[src/rtl/io_uart_tx.sv]
// rtl/io_uart_tx.sv - memory-mapped 8N1 UART transmitter with byte FIFO and status word

module io_uart_tx_fifo #(
  parameter int LOG2 = 4
) (
  input  logic            clk,
  input  logic            reset,
  input  logic            push,
  input  logic [7:0]      push_data,
  input  logic            pop,
  input  logic            clr_ovf,
  output logic [7:0]      head,
  output logic            full,
  output logic            empty,
  output logic            overflow,
  output logic [LOG2:0]   count
);

  localparam int DEPTH = 1 << LOG2;

  logic [7:0]      mem [DEPTH];
  logic [LOG2-1:0] rptr;
  logic [LOG2-1:0] wptr;
  logic [LOG2:0]   cnt;
  logic            ovf;
  logic            push_ok;

  // Count never exceeds DEPTH, so its top bit alone marks a full buffer.
  assign full     = cnt[LOG2];
  assign empty    = (cnt == '0);
  assign head     = mem[rptr];
  assign count    = cnt;
  assign overflow = ovf;

  // A pop in the same cycle frees the slot the full-buffer push lands in.
  assign push_ok = push & (~full | pop);

  // Storage array; contents are don't-care until written, so no reset.
  always_ff @(posedge clk) begin
    if (push_ok) begin
      mem[wptr] <= push_data;
    end
  end

  // Pointers, occupancy and sticky overflow flag.
  always_ff @(posedge clk) begin
    if (reset) begin
      rptr <= '0;
      wptr <= '0;
      cnt  <= '0;
      ovf  <= 1'b0;
    end else begin
      if (push_ok) begin
        wptr <= wptr + LOG2'(1);
      end
      if (pop) begin
        rptr <= rptr + LOG2'(1);
      end
      case ({push_ok, pop})
        2'b10:   cnt <= cnt + (LOG2+1)'(1);
        2'b01:   cnt <= cnt - (LOG2+1)'(1);
        default: cnt <= cnt;
      endcase
      if (clr_ovf) begin
        ovf <= 1'b0;
      end else if (push & full & ~pop) begin
        ovf <= 1'b1;
      end
    end
  end

endmodule

module io_uart_tx #(
  parameter int CLKS_PER_BIT = 434,
  parameter int FIFO_LOG2    = 4
) (
  input  logic        clk,
  input  logic        reset,
  input  logic        io_rw,
  input  logic [31:0] io_addr,
  input  logic [31:0] io_wdata,
  output logic [31:0] io_status,
  output logic        tx
);

  typedef enum logic [1:0] {
    IDLE  = 2'd0,
    START = 2'd1,
    DATA  = 2'd2,
    STOP  = 2'd3
  } state_t;

  localparam int CW = (CLKS_PER_BIT > 1) ? $clog2(CLKS_PER_BIT) : 1;
  localparam logic [CW-1:0] BAUD_LAST = CW'(CLKS_PER_BIT - 1);

  state_t           state, state_n;
  logic [CW-1:0]    baud_cnt, baud_cnt_n;
  logic [2:0]       bit_idx, bit_idx_n;
  logic [7:0]       shift, shift_n;
  logic             tx_q, tx_n;
  logic             pop;
  logic             bit_end;

  logic             wr;
  logic             push;
  logic             clr_ovf;
  logic [7:0]       head;
  logic             full;
  logic             empty;
  logic             overflow;
  logic [FIFO_LOG2:0] count;
  logic             unused_bits;

  // The I/O window is the top word of the address space; byte lane bits are ignored.
  assign wr      = io_rw & (&io_addr[31:2]);
  assign push    = wr & ~io_wdata[8];
  assign clr_ovf = wr & io_wdata[8];
  assign unused_bits = ^{io_addr[1:0], io_wdata[31:9]};

  io_uart_tx_fifo #(
    .LOG2(FIFO_LOG2)
  ) u_fifo (
    .clk       (clk),
    .reset     (reset),
    .push      (push),
    .push_data (io_wdata[7:0]),
    .pop       (pop),
    .clr_ovf   (clr_ovf),
    .head      (head),
    .full      (full),
    .empty     (empty),
    .overflow  (overflow),
    .count     (count)
  );

  assign bit_end = (baud_cnt == BAUD_LAST);

  // Next-state, baud timing and next tx level; tx is registered from tx_n.
  always_comb begin
    state_n    = state;
    baud_cnt_n = bit_end ? '0 : baud_cnt + CW'(1);
    bit_idx_n  = bit_idx;
    shift_n    = shift;
    tx_n       = tx_q;
    pop        = 1'b0;
    case (state)
      IDLE: begin
        baud_cnt_n = '0;
        tx_n       = 1'b1;
        if (!empty) begin
          pop     = 1'b1;
          shift_n = head;
          state_n = START;
          tx_n    = 1'b0;
        end
      end
      START: begin
        if (bit_end) begin
          state_n   = DATA;
          bit_idx_n = 3'd0;
          tx_n      = shift[0];
        end
      end
      DATA: begin
        if (bit_end) begin
          if (bit_idx == 3'd7) begin
            state_n = STOP;
            tx_n    = 1'b1;
          end else begin
            shift_n   = shift >> 1;
            bit_idx_n = bit_idx + 3'd1;
            tx_n      = shift[1];
          end
        end
      end
      STOP: begin
        if (bit_end) begin
          if (!empty) begin
            pop     = 1'b1;
            shift_n = head;
            state_n = START;
            tx_n    = 1'b0;
          end else begin
            state_n = IDLE;
            tx_n    = 1'b1;
          end
        end
      end
      default: begin
        state_n    = IDLE;
        baud_cnt_n = '0;
        tx_n       = 1'b1;
      end
    endcase
  end

  // Transmitter state register; reset aborts any frame and idles the line.
  always_ff @(posedge clk) begin
    if (reset) begin
      state    <= IDLE;
      baud_cnt <= '0;
      bit_idx  <= 3'd0;
      shift    <= 8'h00;
      tx_q     <= 1'b1;
    end else begin
      state    <= state_n;
      baud_cnt <= baud_cnt_n;
      bit_idx  <= bit_idx_n;
      shift    <= shift_n;
      tx_q     <= tx_n;
    end
  end

  assign tx = tx_q;

  // Status word built only from registered state.
  always_comb begin
    io_status                  = 32'h0;
    io_status[0]               = (state != IDLE);
    io_status[1]               = full;
    io_status[2]               = empty;
    io_status[3]               = overflow;
    io_status[FIFO_LOG2+4:4]   = count;
  end

endmodule

[config.mk]
export PLATFORM = sky130hd
export DESIGN_NAME = io_uart_tx
export DESIGN_NICKNAME = d
export VERILOG_FILES = /design/src/rtl/io_uart_tx.sv
export SDC_FILE = /design/constraint.sdc
export NUM_CORES = 1
export LEC_CHECK = 0
export ABC_AREA = 0
export CORE_MARGIN = 4
export CORE_UTILIZATION = 50
export CTS_CLUSTER_SIZE = 40
export DETAILED_ROUTE_END_ITERATION = 7
export GPL_TIMING_DRIVEN = 0
export PLACE_DENSITY = 0.81
export SYNTH_ARGS = -nofsm -noshare
export SYNTH_HDL_FRONTEND = slang
export SYNTH_SLANG_ARGS = --single-unit
[constraint.sdc]
create_clock -name clk -period 3.8 [get_ports clk]
set_clock_uncertainty 0.05 [all_clocks]
set_input_delay 0.76 -clock clk [delete_from_list [all_inputs] [get_ports clk]]
set_output_delay 0.76 -clock clk [all_outputs]
set_load 0.005 [all_outputs]
==> results of run 1 <==
[cell families (layout without fill, tap and decap cells)]
family                     after synthesis  in the layout  share of synthesized area
DFF                                    169            169                     0.6285
and+or+nand+nor                        113            113                    0.08429
AOI/OAI and AO/OA                       72             72                    0.07030
buffers and inverters                   67            149                    0.05462
muxes                                   45             45                     0.1150
adders and majority gates               18             18                    0.03034
xor gates and xnor gates                14             14                    0.01652
other                                    1             23                  0.0005052
[sequential cells by signal, summed over array words and instances, names as in the netlist, named ones only]
signal	flops
tx	1
shift	8
bit_idx	3
u_fifo.mem	128
u_fifo.rptr	4
u_fifo.count	5
state	2
u_fifo.overflow	1
u_fifo.wptr	4
baud_cnt	9
[area by class of cell]
type / instances / area share
sequential: 169 / 0.5285
multi-input combinational: 285 / 0.2779
timing repair buffer: 52 / 0.05869
clock buffer: 19 / 0.04905
buffer: 47 / 0.03743
tap: 184 / 0.02608
clock inverter: 12 / 0.01432
inverter: 19 / 0.008081
[worst max-delay path: stages]
cell,delay [ps]
clkdlybuf4s50_1,460
nand4_1,110
nor4_2,420
nand3b_1,290
nor2_4,170
inv_1,80
ha_1,280
xor2_1,180
ha_1,220
a211o_2,310
a21oi_1,150
a221oi_1,70
or3_1,320
a21oi_1,130
[layout by cell type (no fill, tap or decap), drive strengths merged, types with 2 or more instances in the layout]
cell type	instances
a211o	8
a211oi	7
a21oi	20
a221oi	8
a31oi	2
and2	2
and3	17
and4b	2
buf	40
clkbuf	27
clkdlybuf4s50	51
clkinvlp	2
conb	23
dfxtp	41
edfxtp	128
ha	18
inv	28
mux2	2
mux2i	11
mux4	32
nand2	13
nand2b	3
nand3	9
nand4	8
nor2	30
nor2b	10
nor3	2
nor4	3
o21a	2
o21ai	14
o31ai	4
or3	3
or4	3
xnor2	9
xor2	5
[power by group through the flow]
| stage | clock network [mW] | registers [mW] | logic (mW) |
|---|---|---|---|
| after floorplan | 0 | 2.04 | 0.103 |
| after global placement | 0 | 2.04 | 0.191 |
| after detailed placement | 0 | 2.04 | 0.202 |
| after CTS | 1.69 | 2.00 | 0.204 |
| after global routing | 1.77 | 2.00 | 0.228 |
| final | 1.68 | 2.00 | 0.207 |
[routing by layer]
metal,vias up,track usage,part of all wire
li1,2060,-,-
met1,2272,0.2461,0.40
met2,157,0.3391,0.53
met3,16,0.04380,0.061
met4,0,0.05379,0.013
met5,-,0,0
[what timing repair did]
| action | 4_1_cts | 5_1_grt |
|---|---|---|
| setup buffers | 1 | 0 |
| pin swaps | 1 | 1 |
| endpoints found under the setup margin | 2 | 1 |
| resized for setup | 2 | 1 |
[path summary, 6_finish.rpt]
check / from / to / slack [ps] / cells after the start
hold / removal: shift[3] / shift[3] / 420 / 2
setup reg to reg: baud_cnt[1] / u_fifo.count[4] / 380 / 15
hold reg to reg: shift[3] / shift[3] / 420 / 2
setup / recovery: io_addr[30] / u_fifo.count[4] / 120 / 14
[per-stage QoR]
| step | setup TNS (ps) | cells | worst slack (ps) |
|---|---|---|---|
| global placement | -1349 | 756 | -728.4 |
| detailed placement | -1870 | 756 | -844.1 |
| CTS | 0 | 787 | 185.4 |
| floorplan | 0 | 521 | 174.0 |
| global route | 0 | 787 | 16.86 |
| finish | 0 | 787 | 117.6 |
==> metrics, run 1 <==
outcome=complete, no violations; vias in the first global route=4518; static leakage=between 3 and 4 nW; leading post-synthesis cells by cell area=edfxtp_1 52%, dfxtp_1 11%, mux4_2 9.7%, buf_4 3.0%, ha_1 3.0%; sequential area share after synthesis=0.6285; Final ANT Viol Nets=0; Critical Path RT=approximately 4100 ps; ratio of cells with drive above 1 in the final layout=0.1874; Post-Syn Area=~0.0074 mm²; register bit total from synthesis=approximately 170; GR Overflow Total=0; VDD IR max=approximately 0.43 mV; critical setup path kind=in -> reg; final hold slack=around 420 ps; fin nets=676; startpoint types=input port; drt initial violations=about 430; EDFF count, synth=~130; number of clock sinks=169; Vert. Die Dim=between 100 and 150 µm; Clock Tree Root=clkbuf_16; Max Clk Rate=about 0.27 GHz; Die Width=between 100 and 150 µm; CTS tree=done; clock latency on the worst-skew pair=430 ps; Bufs on Longest Clock Path=2; area leader, netlist=edfxtp_1; max-cap violation count=0; Vias=between 4000 and 5000; fin area=a little under 0.009 mm²; CP arrival=around 4000 ps; pwr dens=~440 mW/mm²; cell area after placement=between 0.008 and 0.009 mm²; Power, Total=roughly 3.9 mW; diode count=0; Commonest cells post-synth=128 x edfxtp_1, 41 x dfxtp_1, 32 x mux4_2, 30 x buf_4, 29 x nor2_1; ys async rst share=0; Combinational Power Share=0.053; Yosys cell types=59; Fillers=roughly 1100; hold_buf cts=0; Placement Rows=44; Hold Path Class=reg -> reg; sequential share of power=0.515; period utilization=0.9690; initial antenna violation count=0; Syn Inst Count=499; Setup Viol. Count Final=0; Synth Warn #=0; Hold Vio Cnt, Final=0; Tmin final=between 3000 and 4000 ps; Clk network pwr share=0.432; switching part of the total=0.2251; first-pass GRT wire length=around 24000 µm; Psw=between 0.8 and 0.9 mW; post-synth top area share=0.5179; core area=approximately 0.015 mm²; top_reg_cell synth=edfxtp_1; Routed WL=roughly 16000 µm; relative slew slack=0.5816; Least-Margin Pin Slew=between 600 and 700 ps; Final GP Congestion=0.7974; top-count cell post-synth=edfxtp_1; Clk pin slew, worst setup/hold paths=60 ps; largest net degree at the start of global routing=19; Slew Limit Fails=0; total number of H-tree levels=4; Avg Synthesized Cell Area=about 15 µm²; Post-Route Utilization=0.6073; CP max FO=8; die footprint=about 0.017 mm²; CTS Buf Count=17; area delta synth->final=18.91%; drt wl/cell=between 20 and 25 µm; Pre-Repair DR Iteration Count=5; Worst setup EP type=register; DP Wirelength=~11000 µm; area of the multi-input gates=0.002452 mm²; register area=approximately 0.0047 mm²; I/O Pins=100; Initial Util=0.5107; DRC=0; Buffers on Ports=just over 50; vias per cell=~5.7; GR Util All Layers=0.1944; RSZ-0062 raised after global routing=no; Pint=3.008 mW
No activity file was read; power rests on OpenSTA's default activity.
==> inputs of run 2 (changes only) <==
- CORE_UTILIZATION: 50 -> 30
- PLACE_DENSITY: 0.81 -> 0.55
==> run 2 against run 1 <==
- combinational power about the same
- flip-flop and latch count unchanged
- total power decreased by 0.54%
- clock power about the same
- global-route usage shrank 7.6 points
- critical path type unchanged
- critical endpoint unchanged
- sequential share of layout area down 1.3 points
- via count is 2.2% lower
- largest power group unchanged
==> metrics, run 2 (synthesis results as in run 1) <==
hold_buf cts=0 (unchanged); final hold slack=412.1 ps (was 417.1 ps); startpoint types=input port (unchanged); Initial Util=0.3052 (was 0.5107); Worst setup EP type=register (unchanged); RSZ-0062 raised after global routing=no (unchanged); Max Clk Rate=0.2850 GHz (was 0.2716 GHz); vias in the first global route=4526 (was 4518); Pre-Repair DR Iteration Count=7 (was 5); number of clock sinks=169 (unchanged); Bufs on Longest Clock Path=2 (unchanged); max-cap violation count=0 (unchanged); Post-Route Utilization=0.3718 (was 0.6073); Buffers on Ports=51 (unchanged); sequential share of power=0.518 (was 0.515); setup TNS=0 ps (unchanged); largest net degree at the start of global routing=17 (was 19); DRC=0 (unchanged); Biggest register=u_fifo.mem (unchanged); Least-Margin Pin Slew=617.7 ps (was 627.6 ps); initial antenna violation count=0 (unchanged); max reg flops=128 (unchanged); first-pass GRT wire length=24330 µm (was 24410 µm); GR Overflow Total=0 (unchanged); drt wl/cell=16.78 µm (was 20.12 µm); CTS tree=done (unchanged); Clk network pwr share=0.429 (was 0.432); Vert. Die Dim=165.3 µm (was 129.8 µm); CTS Buf Count=17 (unchanged); Placement Rows=57 (was 44); DP Wirelength=10750 µm (was 10670 µm); VDD IR max=0.3059 mV (was 0.4332 mV); ratio of cells with drive above 1 in the final layout=0.1898 (was 0.1874); core area=0.02432 mm² (was 0.01453 mm²); Critical Path RT=4090 ps (was 4100 ps); area delta synth->final=21.81% (was 18.91%); Psw=0.8075 mW (was 0.8738 mW); Final GP Congestion=0.7606 (was 0.7974); commonest cells after routing, fill and taps aside=128 x edfxtp_1, 51 x clkdlybuf4s50_1, 41 x dfxtp_1 (unchanged); total number of H-tree levels=4 (unchanged); leading cell type in the layout, fill and taps excluded=edfxtp_1 (unchanged); Final ANT Viol Nets=0 (unchanged); Hold Path Class=reg -> reg (unchanged); Hold Vio Cnt, Final=0 (unchanged); Tmin final=3508 ps (was 3682 ps); GR Util All Layers=0.1181 (was 0.1944); pwr dens=427.1 mW/mm² (was 439.8 mW/mm²); Setup Viol. Count Final=0 (unchanged); relative slew slack=0.5851 (was 0.5816); outcome=complete, no violations (unchanged); CP max FO=8 (unchanged); drt initial violations=336 (was 434); switching part of the total=0.2091 (was 0.2251); diode count=0 (unchanged); clock latency on the worst-skew pair=420 ps (was 430 ps); Clk pin slew, worst setup/hold paths=60 ps (about the same); Clock Tree Root=clkbuf_16 (unchanged); Vias=4405 (was 4505); vias per cell=4.737 (was 5.724); Routed WL=15610 µm (was 15840 µm); Slew Limit Fails=0 (unchanged); die footprint=0.02732 mm² (was 0.01686 mm²); fin nets=680 (was 676); period utilization=0.9232 (was 0.9690); biggest regs=u_fifo.mem: 128 flops, baud_cnt: 9 flops, shift: 8 flops (unchanged); Combinational Power Share=0.053 (about the same); Pint=3.054 mW (was 3.008 mW); I/O Pins=100 (unchanged); CP arrival=3800 ps (was 3980 ps); critical setup path kind=in -> reg (unchanged); Die Width=165.3 µm (was 129.8 µm); Power, Total=3.861 mW (was 3.882 mW); static leakage=3.052 nW (was 3.022 nW)
==> run 2: cell types whose count changed in the layout (fill, tap and decap cells not counted), sizes merged <==
cell,delta
inv,-6
bufinv,+1
buf,+4
clkinv,+3
clkbuf,+1
==> run 2: critical path, cell delays in order <==
cell and delay [ps]:
clkdlybuf4s50_1 450, nand4_1 170, nor4_4 350, nand3b_1 190, nor2_4 180, inv_1 80
ha_2 230, xor2_1 160, ha_1 220, a211o_2 310, a21oi_1 140, a221oi_1 80
or3_1 320, a21oi_1 160
==> run 2: worst paths after layout <==
path	to	slack, ps	from	cells past startpoint
max	u_fifo.count[4]	290	io_addr[26]	14
min	shift[6]	410	shift[6]	2
max reg2reg	u_fifo.count[4]	390	state[0]	12
min reg2reg	shift[6]	410	shift[6]	2
==> run 2: layout make-up <==
type / count / area (µm²)
Fill cell: 2282 / 15280
Sequential cell: 169 / 4664
Multi-Input combinational cell: 285 / 2464
Timing Repair Buffer: 56 / 548.0
Clock buffer: 20 / 436.7
Tap cell: 324 / 405.4
Buffer: 47 / 330.3
Clock inverter: 10 / 121.4
Inverter: 19 / 71.32
==> run 2: power by group through the flow <==
stage | sequential, mW | clock (mW) | combinational, mW
final | 2.00 | 1.66 | 0.204
after global routing | 2.00 | 1.76 | 0.227
after CTS | 2.00 | 1.69 | 0.204
after detailed placement | 2.04 | 0 | 0.203
after global placement | 2.04 | 0 | 0.197
after floorplan | 2.04 | 0 | 0.103
==> run 2: timing repair <==
item / in CTS / in global routing
setup buffers: 2 / 3
endpoints found under the setup margin: 2 / 1
resized for setup: 5 / 1
pin swaps: 3 / 1
==> run 2: metrics by stage <==
step                instances  setup WS [ps]  cell area [µm²]
detailed placement        896         -884.2             8421
global route              930          120.3             9041
CTS                       928          48.50             9021
floorplan                 521          174.0             7505
finish                    930          291.8             9041
global placement          896         -736.2             8421
==> run 2: metal layers <==
metal  GRT usage  wire length, µm  vias to the layer above
li1            -                -                     2064
met1      0.1455             6702                     2193
met2      0.2069             7891                      129
met3     0.02581              800                       19
met4     0.03750              212                        0
met5           0                0                        -
